File: src/rtl/chrono_pkg.sv
// Shared definitions for the BCD chronometer core.
//   MODE_SW / MODE_TMR : mode encoding (stopwatch / countdown timer)
//   lim()              : highest legal value of digit i (LSD = index 0)
//   clamp_bcd()        : saturate one BCD digit to its limit
//   sec_ones_idx() / min_ones_idx() : digit positions of the seconds-ones
//                        and minute-ones digits for a given fraction width
package chrono_pkg;

   localparam logic MODE_SW  = 1'b0;
   localparam logic MODE_TMR = 1'b1;

   function automatic int sec_ones_idx(input int frac_digits);
      return frac_digits;
   endfunction

   function automatic int min_ones_idx(input int frac_digits);
      return frac_digits + 2;
   endfunction

   // Seconds-tens sits directly above seconds-ones and only counts 0..5.
   function automatic logic [3:0] lim(input int i, input int frac_digits);
      return (i == frac_digits + 1) ? 4'd5 : 4'd9;
   endfunction

   function automatic logic [3:0] clamp_bcd(input logic [3:0] d, input logic [3:0] l);
      return (d > l) ? l : d;
   endfunction

endpackage

File: src/rtl/chrono_scan.sv
// Seven-segment scan multiplexer: walks one active-low anode per slot,
// presenting that slot's BCD digit and decimal point on registered outputs.
//   clk, rst_n : clock, async active-low reset
//   disp       : ND packed BCD digits, LSD at [3:0]
//   an         : active-low anode select (one-cold)
//   digit_bcd  : digit for the active anode
//   dp         : active-low decimal point for the active anode
module chrono_scan
   import chrono_pkg::*;
#(
   parameter int ND          = 5,
   parameter int SCAN_DIV    = 100_000,
   parameter int FRAC_DIGITS = 2
) (
   input  logic            clk,
   input  logic            rst_n,
   input  logic [4*ND-1:0] disp,
   output logic [ND-1:0]   an,
   output logic [3:0]      digit_bcd,
   output logic            dp
);

   localparam int CW = (SCAN_DIV > 1) ? $clog2(SCAN_DIV) : 1;
   localparam int SW = (ND > 1) ? $clog2(ND) : 1;
   localparam logic [CW-1:0] CNT_LAST  = CW'(SCAN_DIV - 1);
   localparam logic [SW-1:0] SLOT_LAST = SW'(ND - 1);
   localparam logic [SW-1:0] SEC_SLOT  = SW'(sec_ones_idx(FRAC_DIGITS));
   localparam logic [SW-1:0] MIN_SLOT  = SW'(min_ones_idx(FRAC_DIGITS));

   logic [CW-1:0] scan_cnt;
   logic [SW-1:0] slot;
   logic [3:0]    digit_sel;
   logic [ND-1:0] an_sel;
   logic          dp_sel;

   always_comb begin
      digit_sel = '0;
      an_sel    = '1;
      for (int i = 0; i < ND; i++) begin
         if (slot == SW'(i)) begin
            digit_sel = disp[4*i +: 4];
            an_sel[i] = 1'b0;
         end
      end
      // Decimal point marks the seconds/fraction split and the M:SS separator.
      dp_sel = ~(((FRAC_DIGITS > 0) && (slot == SEC_SLOT)) || (slot == MIN_SLOT));
   end

   always_ff @(posedge clk or negedge rst_n) begin
      if (!rst_n) begin
         scan_cnt  <= '0;
         slot      <= '0;
         an        <= '1;
         digit_bcd <= '0;
         dp        <= 1'b1;
      end else begin
         if (scan_cnt == CNT_LAST) begin
            scan_cnt <= '0;
            slot     <= (slot == SLOT_LAST) ? '0 : slot + 1'b1;
         end else begin
            scan_cnt <= scan_cnt + 1'b1;
         end
         an        <= an_sel;
         digit_bcd <= digit_sel;
         dp        <= dp_sel;
      end
   end

endmodule

File: src/rtl/bcd_chrono_core.sv
// Stopwatch / countdown timer core with BCD count M..M:SS[.F..F], lap hold,
// load clamping and a built-in display scan multiplexer.
//   clk, rst_n                 : clock, async active-low reset
//   start_stop/lap/mode/load/clear : one-cycle command pulses
//   load_value                 : BCD preset (timer mode, stopped)
//   count_bcd                  : live count, LSD at [3:0]
//   running, mode_out, lap_hold: status
//   done, wrap                 : one-cycle event pulses
//   an, digit_bcd, dp          : scanned display outputs
//
// Control state (running, mode_out):
//   state      | meaning
//   0,MODE_SW  | stopwatch idle
//   1,MODE_SW  | stopwatch counting up, wraps at max
//   0,MODE_TMR | timer idle, loadable
//   1,MODE_TMR | timer counting down, stops itself at zero
module bcd_chrono_core
   import chrono_pkg::*;
#(
   parameter int CLK_HZ      = 100_000_000,
   parameter int TICK_HZ     = 100,
   parameter int FRAC_DIGITS = 2,
   parameter int MIN_DIGITS  = 2,
   parameter int SCAN_DIV    = 100_000
) (
   input  logic                               clk,
   input  logic                               rst_n,
   input  logic                               start_stop,
   input  logic                               lap,
   input  logic                               mode,
   input  logic                               load,
   input  logic                               clear,
   input  logic [4*(FRAC_DIGITS+2+MIN_DIGITS)-1:0] load_value,
   output logic [4*(FRAC_DIGITS+2+MIN_DIGITS)-1:0] count_bcd,
   output logic                               running,
   output logic                               mode_out,
   output logic                               lap_hold,
   output logic                               done,
   output logic                               wrap,
   output logic [FRAC_DIGITS+2+MIN_DIGITS-1:0] an,
   output logic [3:0]                         digit_bcd,
   output logic                               dp
);

   localparam int ND  = FRAC_DIGITS + 2 + MIN_DIGITS;
   localparam int DIV = CLK_HZ / TICK_HZ;
   localparam int PW  = $clog2(DIV);
   localparam logic [PW-1:0] PRE_LAST = PW'(DIV - 1);

   logic [PW-1:0]   presc;
   logic            tick;
   logic [4*ND-1:0] lap_reg;
   logic [4*ND-1:0] inc_v, dec_v, ld_clamp, disp;
   logic            carry, borrow, is_zero;

   logic [4*ND-1:0] count_n, lap_n;
   logic            running_n, mode_n, lap_hold_n, done_n, wrap_n;

   // Prescaler is held at zero while stopped so the first tick lands
   // exactly DIV cycles after running rises.
   assign tick = running && (presc == PRE_LAST);

   always_ff @(posedge clk or negedge rst_n) begin
      if (!rst_n)
         presc <= '0;
      else if (!running || presc == PRE_LAST)
         presc <= '0;
      else
         presc <= presc + 1'b1;
   end

   always_comb begin
      inc_v    = count_bcd;
      dec_v    = count_bcd;
      ld_clamp = '0;
      carry    = 1'b1;
      borrow   = 1'b1;
      for (int i = 0; i < ND; i++) begin
         if (carry) begin
            if (count_bcd[4*i +: 4] == lim(i, FRAC_DIGITS)) begin
               inc_v[4*i +: 4] = 4'd0;
            end else begin
               inc_v[4*i +: 4] = count_bcd[4*i +: 4] + 4'd1;
               carry = 1'b0;
            end
         end
         if (borrow) begin
            if (count_bcd[4*i +: 4] == 4'd0) begin
               dec_v[4*i +: 4] = lim(i, FRAC_DIGITS);
            end else begin
               dec_v[4*i +: 4] = count_bcd[4*i +: 4] - 4'd1;
               borrow = 1'b0;
            end
         end
         ld_clamp[4*i +: 4] = clamp_bcd(load_value[4*i +: 4], lim(i, FRAC_DIGITS));
      end
      is_zero = (count_bcd == '0);
   end

   // Only the highest-priority pulse acts; a tick rides along unless the
   // cycle carries clear or load.
   always_comb begin
      count_n    = count_bcd;
      lap_n      = lap_reg;
      running_n  = running;
      mode_n     = mode_out;
      lap_hold_n = lap_hold;
      done_n     = 1'b0;
      wrap_n     = 1'b0;
      if (clear) begin
         count_n    = '0;
         running_n  = 1'b0;
         lap_hold_n = 1'b0;
      end else if (load) begin
         if (mode_out == MODE_TMR && !running)
            count_n = ld_clamp;
      end else begin
         if (mode) begin
            if (!running) begin
               mode_n     = ~mode_out;
               lap_hold_n = 1'b0;
            end
         end else if (start_stop) begin
            if (running || mode_out == MODE_SW || !is_zero)
               running_n = ~running;
         end else if (lap) begin
            if (mode_out == MODE_SW) begin
               if (lap_hold) begin
                  lap_hold_n = 1'b0;
               end else if (running) begin
                  lap_n      = count_bcd;
                  lap_hold_n = 1'b1;
               end
            end
         end
         if (tick) begin
            if (mode_out == MODE_SW) begin
               count_n = inc_v;
               wrap_n  = carry;
            end else if (!is_zero) begin
               count_n = dec_v;
               if (dec_v == '0) begin
                  running_n = 1'b0;
                  done_n    = 1'b1;
               end
            end
         end
      end
   end

   always_ff @(posedge clk or negedge rst_n) begin
      if (!rst_n) begin
         count_bcd <= '0;
         lap_reg   <= '0;
         running   <= 1'b0;
         mode_out  <= MODE_SW;
         lap_hold  <= 1'b0;
         done      <= 1'b0;
         wrap      <= 1'b0;
      end else begin
         count_bcd <= count_n;
         lap_reg   <= lap_n;
         running   <= running_n;
         mode_out  <= mode_n;
         lap_hold  <= lap_hold_n;
         done      <= done_n;
         wrap      <= wrap_n;
      end
   end

   assign disp = lap_hold ? lap_reg : count_bcd;

   chrono_scan #(
      .ND          (ND),
      .SCAN_DIV    (SCAN_DIV),
      .FRAC_DIGITS (FRAC_DIGITS)
   ) u_scan (
      .clk       (clk),
      .rst_n     (rst_n),
      .disp      (disp),
      .an        (an),
      .digit_bcd (digit_bcd),
      .dp        (dp)
   );

endmodule

File: config.mk
export PLATFORM = sky130hd
export DESIGN_NAME = bcd_chrono_core
export DESIGN_NICKNAME = d
export VERILOG_FILES = /design/src/rtl/chrono_pkg.sv /design/src/rtl/chrono_scan.sv /design/src/rtl/bcd_chrono_core.sv
export SDC_FILE = /design/constraint.sdc
export NUM_CORES = 1
export LEC_CHECK = 0
export ABC_CLOCK_PERIOD_IN_PS = 3910
export CAP_MARGIN = 20
export CORE_MARGIN = 2
export CORE_UTILIZATION = 25
export DETAILED_ROUTE_END_ITERATION = 16
export SYNTH_ARGS = -nofsm -noshare
export SYNTH_HDL_FRONTEND = slang
export SYNTH_SLANG_ARGS = --single-unit
File: constraint.sdc
create_clock -name clk -period 3.91 [get_ports clk]
set_clock_uncertainty 0.05 [all_clocks]
set_input_delay 0.9775 -clock clk [delete_from_list [all_inputs] [get_ports clk]]
set_output_delay 0.9775 -clock clk [all_outputs]
set_load 0.03 [all_outputs]
After elaboration in Yosys (flattened, before gate mapping)
Index checks and enable logic that the tools add are counted.

Add/sub/neg operators: 15. Magnitude comparators: 6. Equal/unequal tests: 19. Mux-type cells: 98. Bitwise gates (word level): 8. Reductions and logical operators: 33.

Operators with widths (count): $mux W24 (7); $mux W4 (34); $mux W1 (54); $logic_not A24 Y1 (2); $add A4 B1 Y4 const B (6); $logic_not A4 Y1 (6); $reduce_and A4 Y1 (6); $sub A4 B1 Y4 const B (6); $add A20 B1 Y20 const B (1); $eq A20 B20 Y1 const B (1); $eq A4 B4 Y1 const B (5); $gt A4 B4 Y1 const B (5); $mux W20 (1); $reduce_bool A4 Y1 (5); $add A17 B1 Y17 const B (1); $eq A17 B17 Y1 const B (1); $mux W17 (1); $not A1 Y1 (8); $reduce_and A8 Y1 (1); $eq A3 B2 Y1 const B (2); $eq A3 B3 Y1 const B (2); $ne A3 B1 Y1 const B (2); $ne A3 B3 Y1 const B (2); $reduce_bool A3 Y1 (2); 13 further kinds (18).

Register bits: 104. Bits of input ports: 31. Output and inout bits: 40. Logic and storage cells: 197.

Depth between registers and ports, before layout
Gate-level depths: netlist of run 1.

Depth in word-level cells: 14. Gate-level depth with buffers: 10.

Modules after synthesis
Synthesis of run 1 repeated with hierarchy kept, for this count alone.

Cell total of the unflattened synthesis: 765. Area total of the unflattened synthesis: 6707.7 um2.

By module, submodules not included: bcd_chrono_core (instances 1, cells an instance 626, area each 5191.2 um2, sequential area each 1826.8 um2); chrono_scan (instances 1, cells an instance 139, area each 1516.5 um2, sequential area each 784.5 um2).

Worst setup path after synthesis of run 1
No wires, ideal clock.

Path kind: register -> register. Start point: reg count_bcd[4]. End point: reg running. Data arrival time: 2740 ps. Required time: 3734 ps. Path slack: 994 ps. Stages on the path, launching flop included: 10. Path buffers: 1. Cell sequence: dfrtp_1 -> clkbuf_1 -> inv_1 -> ha_1 -> or3b_2 -> nor3_2 -> nand3b_1 -> a221oi_1 -> o2111ai_1 -> a221o_1.

Cells in the longest elaborated chain, start to end: 14. Elaborated cells on any way between the ends: 26.

Ends and longest elaborated chain: start, declared (line bcd_chrono_core.sv:34) `output logic [4*(FRAC_DIGITS+2+MIN_DIGITS)-1:0] count_bcd,`; start signal, assigned (line bcd_chrono_core.sv:161) `count_bcd <= count_n;`; $logic_not A4 Y1 (line bcd_chrono_core.sv:88) `if (count_bcd[4*i +: 4] == 4'd0) begin`; $mux W1 (line bcd_chrono_core.sv:88); $mux W1 (4 in a row) (line bcd_chrono_core.sv:87) `if (borrow) begin`; $mux W4 (line bcd_chrono_core.sv:87); $logic_not A24 Y1 (line bcd_chrono_core.sv:142) `if (dec_v == '0) begin`; $mux W1 (line bcd_chrono_core.sv:142); $mux W1 (line bcd_chrono_core.sv:140) `end else if (!is_zero) begin`; $mux W1 (line bcd_chrono_core.sv:137) `if (mode_out == MODE_SW) begin`; $mux W1 * (line bcd_chrono_core.sv:136) `if (tick) begin`; $mux W1 * (line bcd_chrono_core.sv:114) `end else if (load) begin`; $mux W1 * (line bcd_chrono_core.sv:110) `if (clear) begin`; end signal, assigned (line bcd_chrono_core.sv:163) `running <= running_n;`; end, declared (line bcd_chrono_core.sv:35) `output logic running,`.

Mark *: on every way between the ends. The rest lies on a longest branch, timed or not. The select of a mux whose other input is x is not followed. A chain may end at the register's enable or synchronous reset.

Final worst setup path of run 1
Start point: reg count_bcd[5]. End point: reg count_bcd[17].

Cells in the longest elaborated chain, start to end: 11. Elaborated cells on any way between the ends: 20.

Ends and longest elaborated chain (line): $logic_not A4 Y1 (bcd_chrono_core.sv:88); $mux W1 (bcd_chrono_core.sv:88); $mux W1 (3 in a row) (bcd_chrono_core.sv:87); $mux W4 (bcd_chrono_core.sv:87); $mux W24 (bcd_chrono_core.sv:140); $mux W24 (bcd_chrono_core.sv:137); $mux W24 (bcd_chrono_core.sv:136); $mux W24 (bcd_chrono_core.sv:114); $mux W24 (bcd_chrono_core.sv:110).

Several ways; a longest one is shown, not always the timed one. The select of a mux whose other input is x is not followed.

==> results of run 1 <==
==> layout make-up <==
class	count	area (sq um)	area share, %
clock inverters	6	61.31	0.7653
well taps	335	419.2	5.232
repair buffers	89	840.8	10.50
flip-flops and latches	104	2611	32.59
inverters	25	93.84	1.171
clock buffers	10	229.0	2.858
multi-input cells	552	3756	46.88
==> metal layers <==
| metal | part of all wire (%) | global-route usage (%) | routed length (um) |
|---|---|---|---|
| met5 | 0 | 0 | 0 |
| met4 | 1.8 | 3.711 | 352 |
| met3 | 6.7 | 2.662 | 1290 |
| met2 | 45 | 20.47 | 8565 |
| met1 | 47 | 20.55 | 9024 |
==> layout by cell type (no fill, tap or decap), types with 5 or more instances in the layout <==
cell / n
dfstp_2: 7
xor2_1: 21
clkdlybuf4s50_1: 69
xnor2_1: 21
mux2i_1: 23
and3_1: 12
buf_4: 20
dfrtp_1: 97
nor4_1: 7
and2_1: 6
o211ai_1: 6
ha_1: 22
a31oi_1: 15
nand3_1: 34
clkbuf_16: 9
nand2_1: 72
a211oi_1: 5
inv_1: 23
nor3b_1: 11
o21a_1: 5
nor3_1: 13
nand3b_1: 12
mux2_2: 17
nor2b_1: 9
a21oi_1: 25
mux2_1: 7
nor2_1: 63
nand4_1: 9
o21ai_0: 50
==> where the power goes <==
| part | internal, mW | switching, mW |
|---|---|---|
| combinational | 0.676 | 1.04 |
| sequential | 1.17 | 0.232 |
| clock | 0.450 | 0.453 |
| total | 2.29 | 1.73 |
==> synth_stat cells, drive strengths merged, types with 4 or more instances <==
master / n
nand2: 72
nand2b: 4
and3: 12
a221oi: 4
clkbuf: 39
o2bb2ai: 4
xnor2: 21
dfrtp: 97
mux4: 4
nor3b: 13
mux2: 24
nor2b: 9
nor4: 9
o21ai: 52
nor3: 14
a21oi: 25
or3b: 4
nand4: 9
ha: 22
o211ai: 6
mux2i: 23
nor2: 63
and2: 6
a41oi: 4
o2111ai: 4
inv: 23
o221ai: 4
nor4b: 4
o31ai: 4
o21a: 5
buf: 6
nand3: 37
xor2: 21
dfstp: 7
nand3b: 12
or3: 4
o21bai: 4
a211oi: 5
a31oi: 15
==> cells by family (layout without fill, tap and decap cells) <==
logic type | after synthesis | in the layout | synth area share, %
and+or+nand+nor | 282 | 282 | 22.57
xor gates and xnor gates | 42 | 42 | 5.544
DFF | 104 | 104 | 39.36
AOI/OAI and AO/OA | 155 | 155 | 15.44
muxes | 51 | 51 | 8.901
buffers and inverters | 70 | 130 | 4.035
adders and majority gates | 22 | 22 | 4.149
==> stage by stage <==
step	cells	power [mW]
2_1_floorplan	726	2.465
3_3_place_gp	1105	3.109
3_5_place_dp	1105	3.108
4_1_cts	1121	4.037
5_1_grt	1121	4.264
6_report	1121	4.023
==> critical path: cells and delay by family (launching register included) <==
kind	cells	cell delay (ps)
buffers and inverters	2	410
AND/OR/NAND/NOR	4	1100
adder cells (fa/ha/maj)	1	280
AO/OA/AOI/OAI	1	450
multiplexers	1	400
flip-flops	1	510
==> path summary, 6_finish.rpt <==
check | cells after the start | end
setup / recovery | 9 | count_bcd[17]
hold / removal | 1 | presc[0]
setup reg to reg | 9 | count_bcd[17]
hold reg to reg | 1 | presc[0]
max in group asynchronous | 2 | u_scan.an[1]
min in group asynchronous | 1 | presc[9]
==> metrics.cfg, run 1 <==
[logic_synthesis]
synth_area_per_cell_sq_um = 9.139
syn_nets = 779
ys_ff_latch = 104
synth_top_area_cell = dfrtp_1
synth-edff-count = 0
netlist_instances = 726
yosysSeqAreaShare_pct = 39.36
synthDistinctLibCells = 73
synth-main-ff-cell = dfrtp_1
ys_warn_count = 0
synth.area.top_cells = dfrtp_1 (37%), ha_1 (4.1%), nand2_1 (4.1%)
async_flop_share_pct = 100.0
yosys.area.top_type_share_pct = 36.58
netlist_area_sq_mm = 0.006635

[final_layout]
fin_util_pct = 30.74
antennaDiodeCount = 0
areaGrowthSynthToFinish_pct = 20.74
finish.instance_area_sq_mm = 0.008011
drive_gt1_share_pct = 10.18
finalNetCount = 834
nFillCells = 2745

[floorplan]
rows = 59
dieWidth_um = 166.9
die_h_um = 166.9
start_util_pct = 25.46
die_area_sq_mm = 0.02786
core_sq_mm = 0.02606
boundaryPins = 71

[power]
p_leak_nw = 3.164
power.density_mw_per_mm2 = 502.1
ir_worst_vdd_v = 0.0003036

[critical_path]
critPathArrivalTime_ps = 3520
crit_path_end_kind = register
path_max_fanout = 11
critPathMaxStageDelay_ps = 510
crit_chain = inv_1 -> ha_1 -> nor3b_4 -> nand4_1 -> buf_4 -> nor2_1 -> nor3_1 -> o21ai_1 -> mux2_2
startpoint = count_bcd[5]
cpMaxStageDelayCell = dfrtp_1
reg2reg_slack_ps = 580
cp-start-kind = register
required_ps = 4110
r2r_start = count_bcd[5]
critPathKind = register to register

[sta]
finalCritPeriodShare_pct = 85.05
maxSlewViolCount = 0
worst_slew_pin_slew_ps = 758.2
final.setup.tns_ps = 0
max_freq_mhz = 300.7
setup_violations = 0
fin_hold_ws_ps = 413.2
slew_headroom_pct = 49.46
period_minus_slack_ps = 3325
rsz0062_at_grt = false
worst_slack_ps = 584.6
hold_viol = 0

[clock_tree]
cts_made_buffers = 9
cts_tree = yes
root_buffer = clkbuf_16
post_cts_buffers = 0
clk_pin_slew_worst_paths_ps = 80
cts.sinks = 104
post_cts_resized = 0
clock_path_buffers = 2
worstSkewPairLatency_ps = 360
cts_htree_levels = 3
cts_hold_buf = 0

[worst_hold_path]
worstHoldStart = presc[0]
min_path_type = register to register

[global_route]
overflow = 0
grt_max_degree = 58
grt_pass1_vias = 5362
antenna_found_initial = 0
grt_use_total_pct = 13.85
grt_pass1_wl_um = 30750

[detailed_routing]
detail_route.wl_per_cell_um = 17.16
firstDrtPassIters = 5
drcViolationCount = 0
antenna_left = 0
via_per_inst = 5.178
routed_wl_um = 19230
drt_iter0_markers = 647
vias = 5805

[placement]
dpl_cell_area_sq_mm = 0.007721
portBuffers = 70
place.gp.congestion = 0.9030
dp.final_hpwl_um = 14400
place_ws_ps = 637.5

[flow_run]
maxCapViolCount = 0

[run_status]
outcome = finished, final reports clean

Power figures use the tool's default switching activity.
==> inputs of run 2 (changes only) <==
CTS_CLUSTER_DIAMETER = 50   (was default)
==> results of run 2 <==
No change in the layout: final DEF, timing and power equal those of run 1.
==> patch, RTL diff (config.mk and constraints of run 1) <==
Add an input register stage for `start_stop`, `lap`, `mode`, `load`, `clear` and `load_value`; this delays them by one clock. Comments in the files are not updated.
--- a/src/rtl/bcd_chrono_core.sv
+++ b/src/rtl/bcd_chrono_core.sv
@@ -47,6 +47,22 @@
    localparam int PW  = $clog2(DIV);
    localparam logic [PW-1:0] PRE_LAST = PW'(DIV - 1);
 
+   logic start_stop_q;
+   logic lap_q;
+   logic mode_q;
+   logic load_q;
+   logic clear_q;
+   logic [4*(FRAC_DIGITS+2+MIN_DIGITS)-1:0] load_value_q;
+
+   always_ff @(posedge clk) begin
+      start_stop_q <= start_stop;
+      lap_q        <= lap;
+      mode_q       <= mode;
+      load_q       <= load;
+      clear_q      <= clear;
+      load_value_q <= load_value;
+   end
+
    logic [PW-1:0]   presc;
    logic            tick;
    logic [4*ND-1:0] lap_reg;
@@ -92,7 +108,7 @@
                borrow = 1'b0;
             end
          end
-         ld_clamp[4*i +: 4] = clamp_bcd(load_value[4*i +: 4], lim(i, FRAC_DIGITS));
+         ld_clamp[4*i +: 4] = clamp_bcd(load_value_q[4*i +: 4], lim(i, FRAC_DIGITS));
       end
       is_zero = (count_bcd == '0);
    end
@@ -107,23 +123,23 @@
       lap_hold_n = lap_hold;
       done_n     = 1'b0;
       wrap_n     = 1'b0;
-      if (clear) begin
+      if (clear_q) begin
          count_n    = '0;
          running_n  = 1'b0;
          lap_hold_n = 1'b0;
-      end else if (load) begin
+      end else if (load_q) begin
          if (mode_out == MODE_TMR && !running)
             count_n = ld_clamp;
       end else begin
-         if (mode) begin
+         if (mode_q) begin
             if (!running) begin
                mode_n     = ~mode_out;
                lap_hold_n = 1'b0;
             end
-         end else if (start_stop) begin
+         end else if (start_stop_q) begin
             if (running || mode_out == MODE_SW || !is_zero)
                running_n = ~running;
-         end else if (lap) begin
+         end else if (lap_q) begin
             if (mode_out == MODE_SW) begin
                if (lap_hold) begin
                   lap_hold_n = 1'b0;
Behaviour: not the same (a bounded check fails within 4 cycles, from zero or initial values and one cycle with rst_n low).
==> patch against run 1 <==
- critical path depth is 1 lower
- sequential cell count is 29 higher
- total power is 36% higher
- setup slack worse by 85 ps
- sequential power is 31% higher
- synthesized area is 9.1% higher
- core utilization is 0.33 points higher
- routed wire length is 11% higher
- non-clock buffer count is 5 lower
- cell area is 11% higher
- critical endpoint is now count_bcd[6]$_DFFE_PN0P_
- largest cell class unchanged
==> patch: results (changes against run 1) <==
setup_path:
  slowest_delay_ps: 580  # was 510 ps
  cp.arrival_ps: 3690  # was 3520 ps
  startpoint: "count_bcd[4]$_DFFE_PN0P_"  # was count_bcd[5]$_DFFE_PN0P_
  cp_max_fo: 8  # was 11
  regToRegEndpoint: "count_bcd[6]$_DFFE_PN0P_"  # was count_bcd[17]$_DFFE_PN0P_
  rr_worst_depth: 8  # was 9
  slowest_stage: "nor3_1"  # was dfrtp_1
detailed_routing:
  drtIter0Drc: 454  # was 647
  via_per_inst: 4.86  # was 5.18
  routedWlPerCell_um: 17.4  # was 17.2 µm
  vias: 5949  # was 5805
timing:
  tightest_slew_ps: 1050  # was 758 ps
layout:
  layout-drive-gt1-share_pct: 10.8  # was 10.2%
  multi_input_area_mm2: 0.00371  # was 0.00376 mm²
  final_nets: 879  # was 834
  fillCellCount: 2968  # was 2745
synth:
  ys_seq_area_share_pct: 44.1  # was 39.4%
  synth_cell_types: 81  # was 73
  synth_area_leaders: "dfrtp_1 (34%), dfxtp_1 (8.0%), o21ai_0 (4.4%), ha_1 (3.8%), nor2_1 (3.7%)"  # was dfrtp_1 (37%), ha_1 (4.1%), nand2_1 (4.1%), o21ai_0 (3.8%), nor2_1 (3.6%)
  syn_nets: 818  # was 779
grt:
  grt_max_degree: 61  # was 58
  grtUsageTotal_pct: 14.4  # was 13.9%
outcome:
  outcome: "complete, no violations"  # unchanged
place:
  place_hpwl_um: 15500  # was 14400 µm
  place_ws_ps: 562  # was 638 ps
  place_congestion: 0.948  # was 0.903
  dpl_cell_area_mm2: 0.00833  # was 0.00772 mm²
pwr:
  max-vdd-ir-drop_v: 0.000284  # was 0.000304 V
  p_leak_nw: 3.59  # was 3.16 nW
clock_tree:
  cts_made_buffers: 17  # was 9
  clk_pin_slew_ps: 60  # was 80 ps
  cts-htree-levels: 4  # was 3
-- patch: cell type report --
cell class | instances | share of cell area, %
clock buffer | 20 | 5.14
clock inverter | 12 | 1.20
sequential | 133 | 35.9
inverter | 36 | 1.52
timing repair buffer | 84 | 9.17
tap | 384 | 5.40
multi-input combinational | 554 | 41.7
-- patch: layer usage --
metal  vias up  global-route usage, %  share of wire, %
met5         -                      0                 0
met4         0                   3.96               1.4
met3        19                   2.89               5.7
met2       194                   22.1                44
met1      2879                   20.5                48
li1       2857                      -                 -
-- patch: cell families (layout without fill, tap and decap cells) --
logic type / count (synthesis) / count (layout) / share of synthesized area (%)
compound gates: 172 / 172 / 15.3
xor+xnor: 42 / 42 / 5.08
fa+ha+maj: 22 / 22 / 3.80
buf+inv: 78 / 152 / 4.89
flops: 133 / 133 / 44.1
mux: 30 / 30 / 5.81
simple gates: 288 / 288 / 21.1
-- patch: power by group --
part	internal, mW	switching, mW
registers	1.52	0.309
clock network	0.905	0.608
logic	0.829	1.28
